[src/rtl/bcd_pkg.sv]
// Shared definitions for the BCD <-> binary converters: digit width, nibble
// correction constants and the common IDLE/SHIFT/DONE state encoding.
package bcd_pkg;

    localparam int DIGIT_W = 4;

    // Reverse double dabble uses (>= 8, -3); the forward converter uses (>= 5, +3).
    localparam logic [DIGIT_W-1:0] CORR_THRESH = 4'd8;
    localparam logic [DIGIT_W-1:0] CORR_SUB    = 4'd3;

    typedef enum logic [1:0] {
        ST_IDLE  = 2'd0,
        ST_SHIFT = 2'd1,
        ST_DONE  = 2'd2
    } conv_state_e;

    function automatic logic nibble_is_bcd(input logic [DIGIT_W-1:0] nib);
        return nib <= 4'd9;
    endfunction

endpackage

[src/rtl/bcd_digit_corr.sv]
// One BCD nibble correction step of the reverse double dabble:
// after a right shift, any nibble >= 8 has 3 subtracted (4-bit, no borrow).
module bcd_digit_corr
    import bcd_pkg::*;
(
    input  logic [3:0] nib_i,
    output logic [3:0] nib_o
);

    assign nib_o = (nib_i >= CORR_THRESH) ? (nib_i - CORR_SUB) : nib_i;

endmodule

[src/rtl/bcd_to_bin_converter.sv]
// Sequential BCD-to-binary converter (reverse double dabble), busy/rdy handshake.
// Optional input digit check enabled by defining BCD2BIN_DIGIT_CHECK_EN.
module bcd_to_bin_converter
    import bcd_pkg::*;
#(
    parameter int DIGITS    = 6,
    parameter int BIN_WIDTH = 20
) (
    input  logic                       clk,
    input  logic                       rst_n,
    input  logic                       en,
    input  logic [DIGIT_W*DIGITS-1:0]  data_i,
    output logic [BIN_WIDTH-1:0]       data_o,
    output logic                       busy_o,
    output logic                       rdy_o,
    output logic                       err_o
);

    localparam int BCD_W = DIGIT_W * DIGITS;
    localparam int SR_W  = BCD_W + BIN_WIDTH;
    localparam int CNT_W = $clog2(BIN_WIDTH + 1);

    // The largest BCD input must be representable in the binary result.
    if ((64'(10) ** DIGITS) > (64'(1) << BIN_WIDTH)) begin : g_cfg_check
        $error("bcd_to_bin_converter: 10**DIGITS exceeds 2**BIN_WIDTH");
    end

    conv_state_e          state_q, state_d;
    logic [SR_W-1:0]      sr_q, sr_d;
    logic [CNT_W-1:0]     cnt_q, cnt_d;
    logic [BIN_WIDTH-1:0] data_q, data_d;
    logic                 busy_q, busy_d;
    logic                 rdy_q, rdy_d;
    logic                 err_q, err_d;
    logic                 bad_q, bad_d;
    logic                 start_bad;

    logic [SR_W-1:0]      sr_shift;
    logic [SR_W-1:0]      sr_corr;

    assign sr_shift = sr_q >> 1;
    assign sr_corr[BIN_WIDTH-1:0] = sr_shift[BIN_WIDTH-1:0];

    for (genvar gi = 0; gi < DIGITS; gi++) begin : g_corr
        bcd_digit_corr u_corr (
            .nib_i (sr_shift[BIN_WIDTH + gi*DIGIT_W +: DIGIT_W]),
            .nib_o (sr_corr [BIN_WIDTH + gi*DIGIT_W +: DIGIT_W])
        );
    end

`ifdef BCD2BIN_DIGIT_CHECK_EN
    logic [DIGITS-1:0] nib_bad;
    for (genvar gi = 0; gi < DIGITS; gi++) begin : g_chk
        assign nib_bad[gi] = !nibble_is_bcd(data_i[gi*DIGIT_W +: DIGIT_W]);
    end
    assign start_bad = |nib_bad;
`else
    assign start_bad = 1'b0;
`endif

    always_comb begin
        state_d = state_q;
        sr_d    = sr_q;
        cnt_d   = cnt_q;
        data_d  = data_q;
        busy_d  = busy_q;
        rdy_d   = 1'b0;
        err_d   = err_q;
        bad_d   = bad_q;
        case (state_q)
            ST_IDLE: begin
                if (en) begin
                    sr_d    = {data_i, {BIN_WIDTH{1'b0}}};
                    cnt_d   = '0;
                    busy_d  = 1'b1;
                    bad_d   = start_bad;
                    state_d = ST_SHIFT;
                end
            end
            ST_SHIFT: begin
                sr_d  = sr_corr;
                cnt_d = cnt_q + CNT_W'(1);
                if (cnt_q == CNT_W'(BIN_WIDTH - 1)) begin
                    state_d = ST_DONE;
                end
            end
            ST_DONE: begin
                // Invalid input still runs the full schedule so timing is data-independent.
                data_d  = bad_q ? '0 : sr_q[BIN_WIDTH-1:0];
                err_d   = bad_q;
                rdy_d   = 1'b1;
                busy_d  = 1'b0;
                state_d = ST_IDLE;
            end
            default: begin
                state_d = ST_IDLE;
            end
        endcase
    end

    always_ff @(posedge clk or negedge rst_n) begin
        if (!rst_n) begin
            state_q <= ST_IDLE;
            sr_q    <= '0;
            cnt_q   <= '0;
            data_q  <= '0;
            busy_q  <= 1'b0;
            rdy_q   <= 1'b0;
            err_q   <= 1'b0;
            bad_q   <= 1'b0;
        end else begin
            state_q <= state_d;
            sr_q    <= sr_d;
            cnt_q   <= cnt_d;
            data_q  <= data_d;
            busy_q  <= busy_d;
            rdy_q   <= rdy_d;
            err_q   <= err_d;
            bad_q   <= bad_d;
        end
    end

    assign data_o = data_q;
    assign busy_o = busy_q;
    assign rdy_o  = rdy_q;
    assign err_o  = err_q;

endmodule
[config.mk]
export PLATFORM = sky130hd
export DESIGN_NAME = bcd_to_bin_converter
export DESIGN_NICKNAME = d
export VERILOG_FILES = /design/src/rtl/bcd_pkg.sv /design/src/rtl/bcd_digit_corr.sv /design/src/rtl/bcd_to_bin_converter.sv
export SDC_FILE = /design/constraint.sdc
export NUM_CORES = 1
export LEC_CHECK = 0
export CORE_MARGIN = 10
export CORE_UTILIZATION = 50
export CTS_CLUSTER_SIZE = 10
export DETAILED_ROUTE_END_ITERATION = 16
export GPL_ROUTABILITY_DRIVEN = 1
export GPL_TIMING_DRIVEN = 0
export PLACE_DENSITY = 0.74
export SYNTH_ARGS = -nofsm -noshare
export SYNTH_HDL_FRONTEND = slang
export SYNTH_HIERARCHICAL = 1
export SYNTH_SLANG_ARGS = --single-unit
[constraint.sdc]
create_clock -name clk -period 1.5 [get_ports clk]
set_input_delay 0.225 -clock clk [delete_from_list [all_inputs] [get_ports clk]]
set_output_delay 0.225 -clock clk [all_outputs]
set_load 0.02 [all_outputs]
# After elaboration in Yosys (flattened, before gate mapping)

Index checks and enable logic that the tools add are counted.

Bits in registers: 73
Word-level logic and storage cells: 46
Output and inout port bits: 23
Bits of input ports: 27

Reductions and logical operators: 6
Add/subtract/negate cells: 7
Multiplexer cells: 16
$lt $le $gt $ge: 6
Equal/unequal tests: 5

Operators with widths:

| kind                | number |
|---|---|
| $pmux 44 s2         | 1 |
| $mux 44             | 1 |
| $mux 4              | 6 |
| $ge 4x4->1 const B  | 5 |
| $sub 4x2->4 const B | 5 |
| $pmux 5 s2          | 1 |
| $reduce_and 2->1    | 3 |
| $add 5x1->5 const B | 1 |
| $eq 5x5->1 const B  | 1 |
| $mux 5              | 1 |
| $ge 3x4->1 const B  | 1 |
| $mux 2              | 2 |
| $ne 2x2->1 const B  | 2 |
| $pmux 2 s2          | 1 |
| $reduce_bool 2->1   | 2 |
| $sub 3x2->4 const B | 1 |
| $eq 2x1->1 const B  | 1 |
| $eq 2x2->1 const B  | 1 |
| $logic_not 2->1     | 1 |
| $mux 1              | 2 |
| $pmux 1 s2          | 1 |

# Depth between registers and ports, before layout

Gate-level depths: netlist (run 1).

Word-level depth: 3
Mapped depth: 6
Depth with buffers taken out: 6

# Cells and area by module

The synthesis (run 1) kept the hierarchy.

By module, submodules not included:

| module               | sequential area each (um2) | area each (um2) | times used | cells each |
|---|---|---|---|---|
| bcd_to_bin_converter | 1,826.8                    | 3,086.7         | 1          | 275 |
| bcd_digit_corr       | 0.0                        | 76.3            | 6          | 11 |

# Worst setup path before layout (run 1)

No wires, ideal clock.

Kind: register to register
Start point: register state_q[1]
End point: register data_q[1], in the netlist data_o[1]
Library setup time: 0.125 ns
Buffers on the path: 2
Period minus slack after synthesis: 1.239 ns
Slack: 0.261 ns
Data arrival time: 1.114 ns
Data required time: 1.375 ns
Stages on the path, launching flop included: 5
Path through: dfrtp_1 > buf_4 > nand2b_1 > buf_4 > mux2_2

Word-level cells in the longest chain between the ends: 1

Ends and longest elaborated chain:

| item                     | line                        | text |
|---|---|---|
| start: declaration       | bcd_to_bin_converter.sv:28  | `conv_state_e state_q, state_d;` |
| start signal: assignment | bcd_to_bin_converter.sv:112 | `state_q <= state_d;` |
| $eq 2x2->1               | bcd_to_bin_converter.sv:70  | `case (state_q)` |
| end signal: assignment   | bcd_to_bin_converter.sv:115 | `data_q <= data_d;` |
| end: declaration         | bcd_to_bin_converter.sv:31  | `logic [BIN_WIDTH-1:0] data_q, data_d;` |

No other way between the ends.
A chain may end at the register's enable or synchronous reset.

# Worst setup path in the final report (run 1)

Start point: register sr_q[25]
End point: register sr_q[26]

Word-level cells in the longest chain between the ends: 3
Elaborated cells between the ends (all ways): 4
Those cells by class: add/sub (1); order compare (1); mux (2)

Ends and longest elaborated chain:

| item                                             | line                        | text |
|---|---|---|
| start: declaration                               | bcd_to_bin_converter.sv:29  | `logic [SR_W-1:0] sr_q, sr_d;` |
| start signal: assignment                         | bcd_to_bin_converter.sv:113 | `sr_q <= sr_d;` |
| $sub 4x2->4 / $ge 4x4->1 (equally long branches) | bcd_digit_corr.sv:10        | `assign nib_o = (nib_i >= CORR_THRESH) ? (nib_i - CORR_SUB) : nib_i;` |
| $mux 4 (*)                                       | bcd_digit_corr.sv:10        |  |
| net sr_corr[26]                                  | bcd_to_bin_converter.sv:39  | `logic [SR_W-1:0] sr_corr;` |
| $pmux 44 s2 (*)                                  | bcd_to_bin_converter.sv:70  |  |

Mark *: on every way through the listed nets, which the timed path passes. The rest lies on a longest branch.

==> impl_metrics.toml, run 1 <==
[outcome]
status = "finished, final reports clean"

[timing]
clock_skew_ns = 0.00389
rsz0062_at_grt = "false"
fin_crit_sh_pct = 90.9
timing.fmax_ghz = 0.733
finalCriticalPeriod_ns = 1.36
slew_viol_final = 0
setup_tns_ns = 0
hold_violations = 0
setup-violations-final = 0

[critical_path]
path_cells = "ha_1, nand2b_1, xnor2_1, a22oi_1, o21ai_0"
slowest_stage = "dfrtp_1"
cp-start-kind = "register"
path_class = "register to register"
cp_top_family = "flip-flops"
cp.required_ns = 1.71
critPathMaxFanout = 5
arrival_ns = 1.57
critPathBufInv = 0
cp-end-kind = "register"
slowest_delay_ns = 0.44

[finish]
n_fill_cell = 601
instances_no_fill = 508
n_antenna_cell = 0
seq_area_um2 = 1830
fin_nets = 447
synthToLayoutAreaGrowth_pct = 24.5
finish.utilization_pct = 64.6
final_area_um2 = 4410
drive_gt1_share_pct = 16.0
multiInputGateArea_um2 = 1520

[grt]
grt_pass1_wl_um = 12400
grt_pass1_vias = 2580
grt_max_degree = 63
grtUsageTotal_pct = 13.7
overflow = 0
antenna_found_initial = 0

[logic_synthesis]
synth-seq-area-share_pct = 51.5
async_flop_share_pct = 100
synth_area_per_cell_um2 = 10.4
yosys-top-cells-count = "nand2_1, dfrtp_1, a22oi_1, o21ai_0, mux2_2"
synthDistinctLibCells = 32
ys.flop_type = "dfrtp_1"
yosysTopAreaCell = "dfrtp_1"
synth.most_common_cell = "nand2_1"
synth_edf_count = 0
ys_warn_count = 6
yosysTopAreaCellShare_pct = 51.5
netlist_instances = 341
ys_ff_latch = 73
syn_area_um2 = 3540
synth_area_leaders = "dfrtp_1, nand2_1, mux2_2"

[detailed_routing]
wl_um = 7170
first_pass_iters = 4
via_count = 2581
drc = 0
wire_per_inst_um = 14.1
first_iter_violations = 114
vias_per_cell = 5.08
ant_nets = 0

[floorplan]
core_um2 = 6830
dieArea_um2 = 10900
num_rows = 30
chipWidth_um = 104
initial_core_util_pct = 51.9
io_pins = 50
die_h_um = 104

[power]
leakage_nw = 2.06
ir_drop_uv = 974
power_density_nw_per_um2 = 2060

[min_path]
hold_path.class = "primary input to async pin"

[clock_tree]
clock-root-buffer = "clkbuf_8"
cts_setup_buffers = 0
cts_buffers = 9
tritoncts = "yes"
path_clk_slew_ns = 0.08
insertion_delay_ns = 0.35
clk_path_buf_depth = 2
cts_sinks = 73
htreeDepth = 3

[placement]
dp_cells = 491
io_buffers = 48
globalplace.congestion = 0.746
dp_hpwl_um = 4850
dpl_cell_area_um2 = 4190

[flow_run]
max-cap-violations = 0
-- state kept, by name, summed over array words and instances, names as in the netlist --
| name | count |
|---|---|
| state_q | 2 |
| sr_q | 44 |
| data_o | 20 |
| cnt_q | 5 |
| busy_o | 1 |
| rdy_o | 1 |
-- layout by cell type, fill, tap and decap left out, types with 7 or more instances in the layout --
cell and instances:
clkbuf_8 9, nand2_1 76, dfrtp_1 73, inv_1 13, nor2b_1 7, mux2_2 19
dlygate4sd2_1 22, buf_2 7, o21ai_0 21, ha_1 13, nand2b_1 9, a22oi_1 24
buf_4 8, nand3_2 10, clkdlybuf4s50_1 25, nand3_1 11, o21ai_1 11
-- metal layers --
| metal | part of all wire, % | up-vias | global-route usage [%] |
|---|---|---|---|
| met5 | 0 | - | 0 |
| met4 | 1.7 | 0 | 6.56 |
| met3 | 4.0 | 11 | 2.85 |
| met2 | 49 | 50 | 22.0 |
| met1 | 45 | 1251 | 17.1 |
| li1 | - | 1269 | - |
-- where the power goes --
group          switching, mW  total [mW]  internal (mW)
Combinational           1.88        3.58           1.69
Sequential             0.772        3.65           2.88
Clock                  0.747        1.86           1.11
Total                   3.40        9.09           5.69
-- through the flow --
| step | worst slack, ns | power [mW] | hold slack (ns) |
|---|---|---|---|
| 2_1_floorplan | 0.261 | 6.17 | -0.0706 |
| 3_3_place_gp | -2.33 | 7.33 | 0.465 |
| 3_5_place_dp | -0.194 | 7.50 | 0.0835 |
| 4_1_cts | 0.122 | 9.19 | 0.249 |
| 5_1_grt | 0.00924 | 9.83 | 0.264 |
| 6_report | 0.137 | 9.09 | 0.262 |
-- path summary, 6_finish.rpt --
check / cells after the start / endpoint / slack, ns / from
max in group asynchronous: 3 / sr_q[25] / 0.70 / rst_n
setup / recovery: 5 / sr_q[26] / 0.14 / sr_q[25]
hold / removal: 2 / sr_q[14] / 0.26 / rst_n
min in group clk: 1 / cnt_q[4] / 0.48 / cnt_q[4]
setup reg to reg: 5 / sr_q[26] / 0.14 / sr_q[25]
hold reg to reg: 1 / cnt_q[4] / 0.48 / cnt_q[4]
-- area by class of cell --
cell class                      instances  area share (%)
Clock buffer                           10            2.89
Clock inverter                          6            2.61
Timing Repair Buffer                   50            11.1
Multi-Input combinational cell        239            34.5
Inverter                               13            1.11
Buffer                                 21            3.71
Tap cell                               96            2.72
Sequential cell                        73            41.4
-- cells by family after synthesis --
family          Yosys count  share of synthesized area [%]
fa+ha+maj                13                           4.59
compound gates           64                           11.0
mux                      23                           7.20
other cells               1                          0.106
flops                    73                           51.5
simple gates            121                           16.6
xor+xnor                 12                           2.97
buf+inv                  34                           6.00
-- timing repair --
action,4_1_cts,5_1_grt
gates resized for setup,22,0
endpoints found under the setup margin,22,0
hold endpoints to repair,11,0
hold buffers,1,0
Power figures use the tool's default switching activity.
==> run 2: changes to the inputs <==
- clock period: 1.5 -> 1.64 ns (I/O delays scaled with it)
==> impl_metrics.toml, run 2 (same netlist as run 1, synthesis figures left out) <==
[timing]
setup_tns_ns = 0
layout_setup_ws_ns = 0.0696
setup-violations-final = 0
hold_ws_ns = 0.283
rsz0062_at_grt = "false"
clock_skew_ns = 0.00402
finalCriticalPeriod_ns = 1.57
hold_violations = 0
timing.fmax_ghz = 0.637
slew_viol_final = 0
fin_crit_sh_pct = 95.8

[critical_path]
cp_top_family = "buffers and inverters"
slowest_stage = "clkdlybuf4s50_1"
cp-start-kind = "register"
r2r_cells = 5
r2r-end = "sr_q[26]"
slowest_delay_ns = 0.62
path_class = "register to output port"
critPathBufInv = 1
arrival_ns = 1.32
r2r_slack_ns = 0.28
path_cells = "clkdlybuf4s50_1"
rr_startpoint = "sr_q[25]"
cp-end-kind = "output port"
cp.required_ns = 1.39
critPathMaxFanout = 2

[outcome]
status = "finished, final reports clean"

[finish]
multiInputGateArea_um2 = 1520
regMostFlops = "sr_q"
drive_gt1_share_pct = 16.0
synthToLayoutAreaGrowth_pct = 25.3
largest_reg_flops = 44
fin_nets = 447
final_common_cell = "nand2_1"
n_fill_cell = 590
n_antenna_cell = 0
instances_no_fill = 508
final_cell_mix = "nand2_1, dfrtp_1, clkdlybuf4s50_1"
finish.utilization_pct = 65.0
seq_area_um2 = 1830
final_area_um2 = 4440

[floorplan]
core_um2 = 6830
dieArea_um2 = 10900
io_pins = 50
initial_core_util_pct = 51.9
die_h_um = 104
chipWidth_um = 104
num_rows = 30

[placement]
dpl_cell_area_um2 = 4190
place_ws_ns = -0.0750
dp_hpwl_um = 4850
dp_cells = 491
globalplace.congestion = 0.746
io_buffers = 48

[power]
ir_drop_uv = 936
finalPower_mw = 8.51
leakage_nw = 2.03
power_density_nw_per_um2 = 1920

[detailed_routing]
first_pass_iters = 4
first_iter_violations = 122
wire_per_inst_um = 14.1
ant_nets = 0
vias_per_cell = 5.07
via_count = 2578
wl_um = 7170
drc = 0

[clock_tree]
clk_path_buf_depth = 2
cts_buffers = 9
htreeDepth = 3
cts_sinks = 73
tritoncts = "yes"
clock-root-buffer = "clkbuf_8"
insertion_delay_ns = 0.35
path_clk_slew_ns = 0.08

[grt]
grt_pass1_wl_um = 12400
grtUsageTotal_pct = 13.7
grt_max_degree = 63
grt_pass1_vias = 2588
top_usage_layer = "met2"
overflow = 0
use_met2_pct = 22.0
globalRouteMet3Util_pct = 2.85
antenna_found_initial = 0
grt_use_met1_pct = 17.1

[min_path]
hold_path.class = "primary input to async pin"

[flow_run]
max-cap-violations = 0
[run 2: per-layer routing]
| layer | share of wire (%) | wire [um] |
|---|---|---|
| met5 | 0 | 0 |
| met4 | 1.7 | 119 |
| met3 | 3.8 | 275 |
| met2 | 49 | 3520 |
| met1 | 45 | 3250 |
[run 2: what timing repair did]
| item | in CTS | in global routing |
|---|---|---|
| gates resized for setup | 0 | 0 |
| setup buffers | 0 | 0 |
| hold buffers | 1 | 0 |
| endpoints found under the hold margin | 11 | 0 |
[run 2: area by class of cell]
type,count,share of cell area [%]
Clock buffer,10,2.87
Buffer,21,3.69
Clock inverter,6,2.59
Inverter,13,1.10
Tap cell,96,2.70
Sequential cell,73,41.1
Timing Repair Buffer,50,11.6
Multi-Input combinational cell,239,34.3
[run 2: power breakdown]
part / total [mW] / internal (mW) / switching (mW)
Sequential: 3.35 / 2.64 / 0.715
Clock: 1.70 / 1.02 / 0.682
Combinational: 3.46 / 1.73 / 1.72
[run 2: how the worst max path moves through the flow]
stage                    start          to  slack, ns  cells after the start
floorplan           state_q[1]   data_o[1]       0.40                      4
global placement         rst_n   data_o[5]      -2.22                      1
detailed placement          en    sr_q[26]      -0.08                      6
CTS                 data_o[19]  data_o[19]       0.05                      1
global route        data_o[18]  data_o[18]       0.01                      1
finish              data_o[19]  data_o[19]       0.07                      1
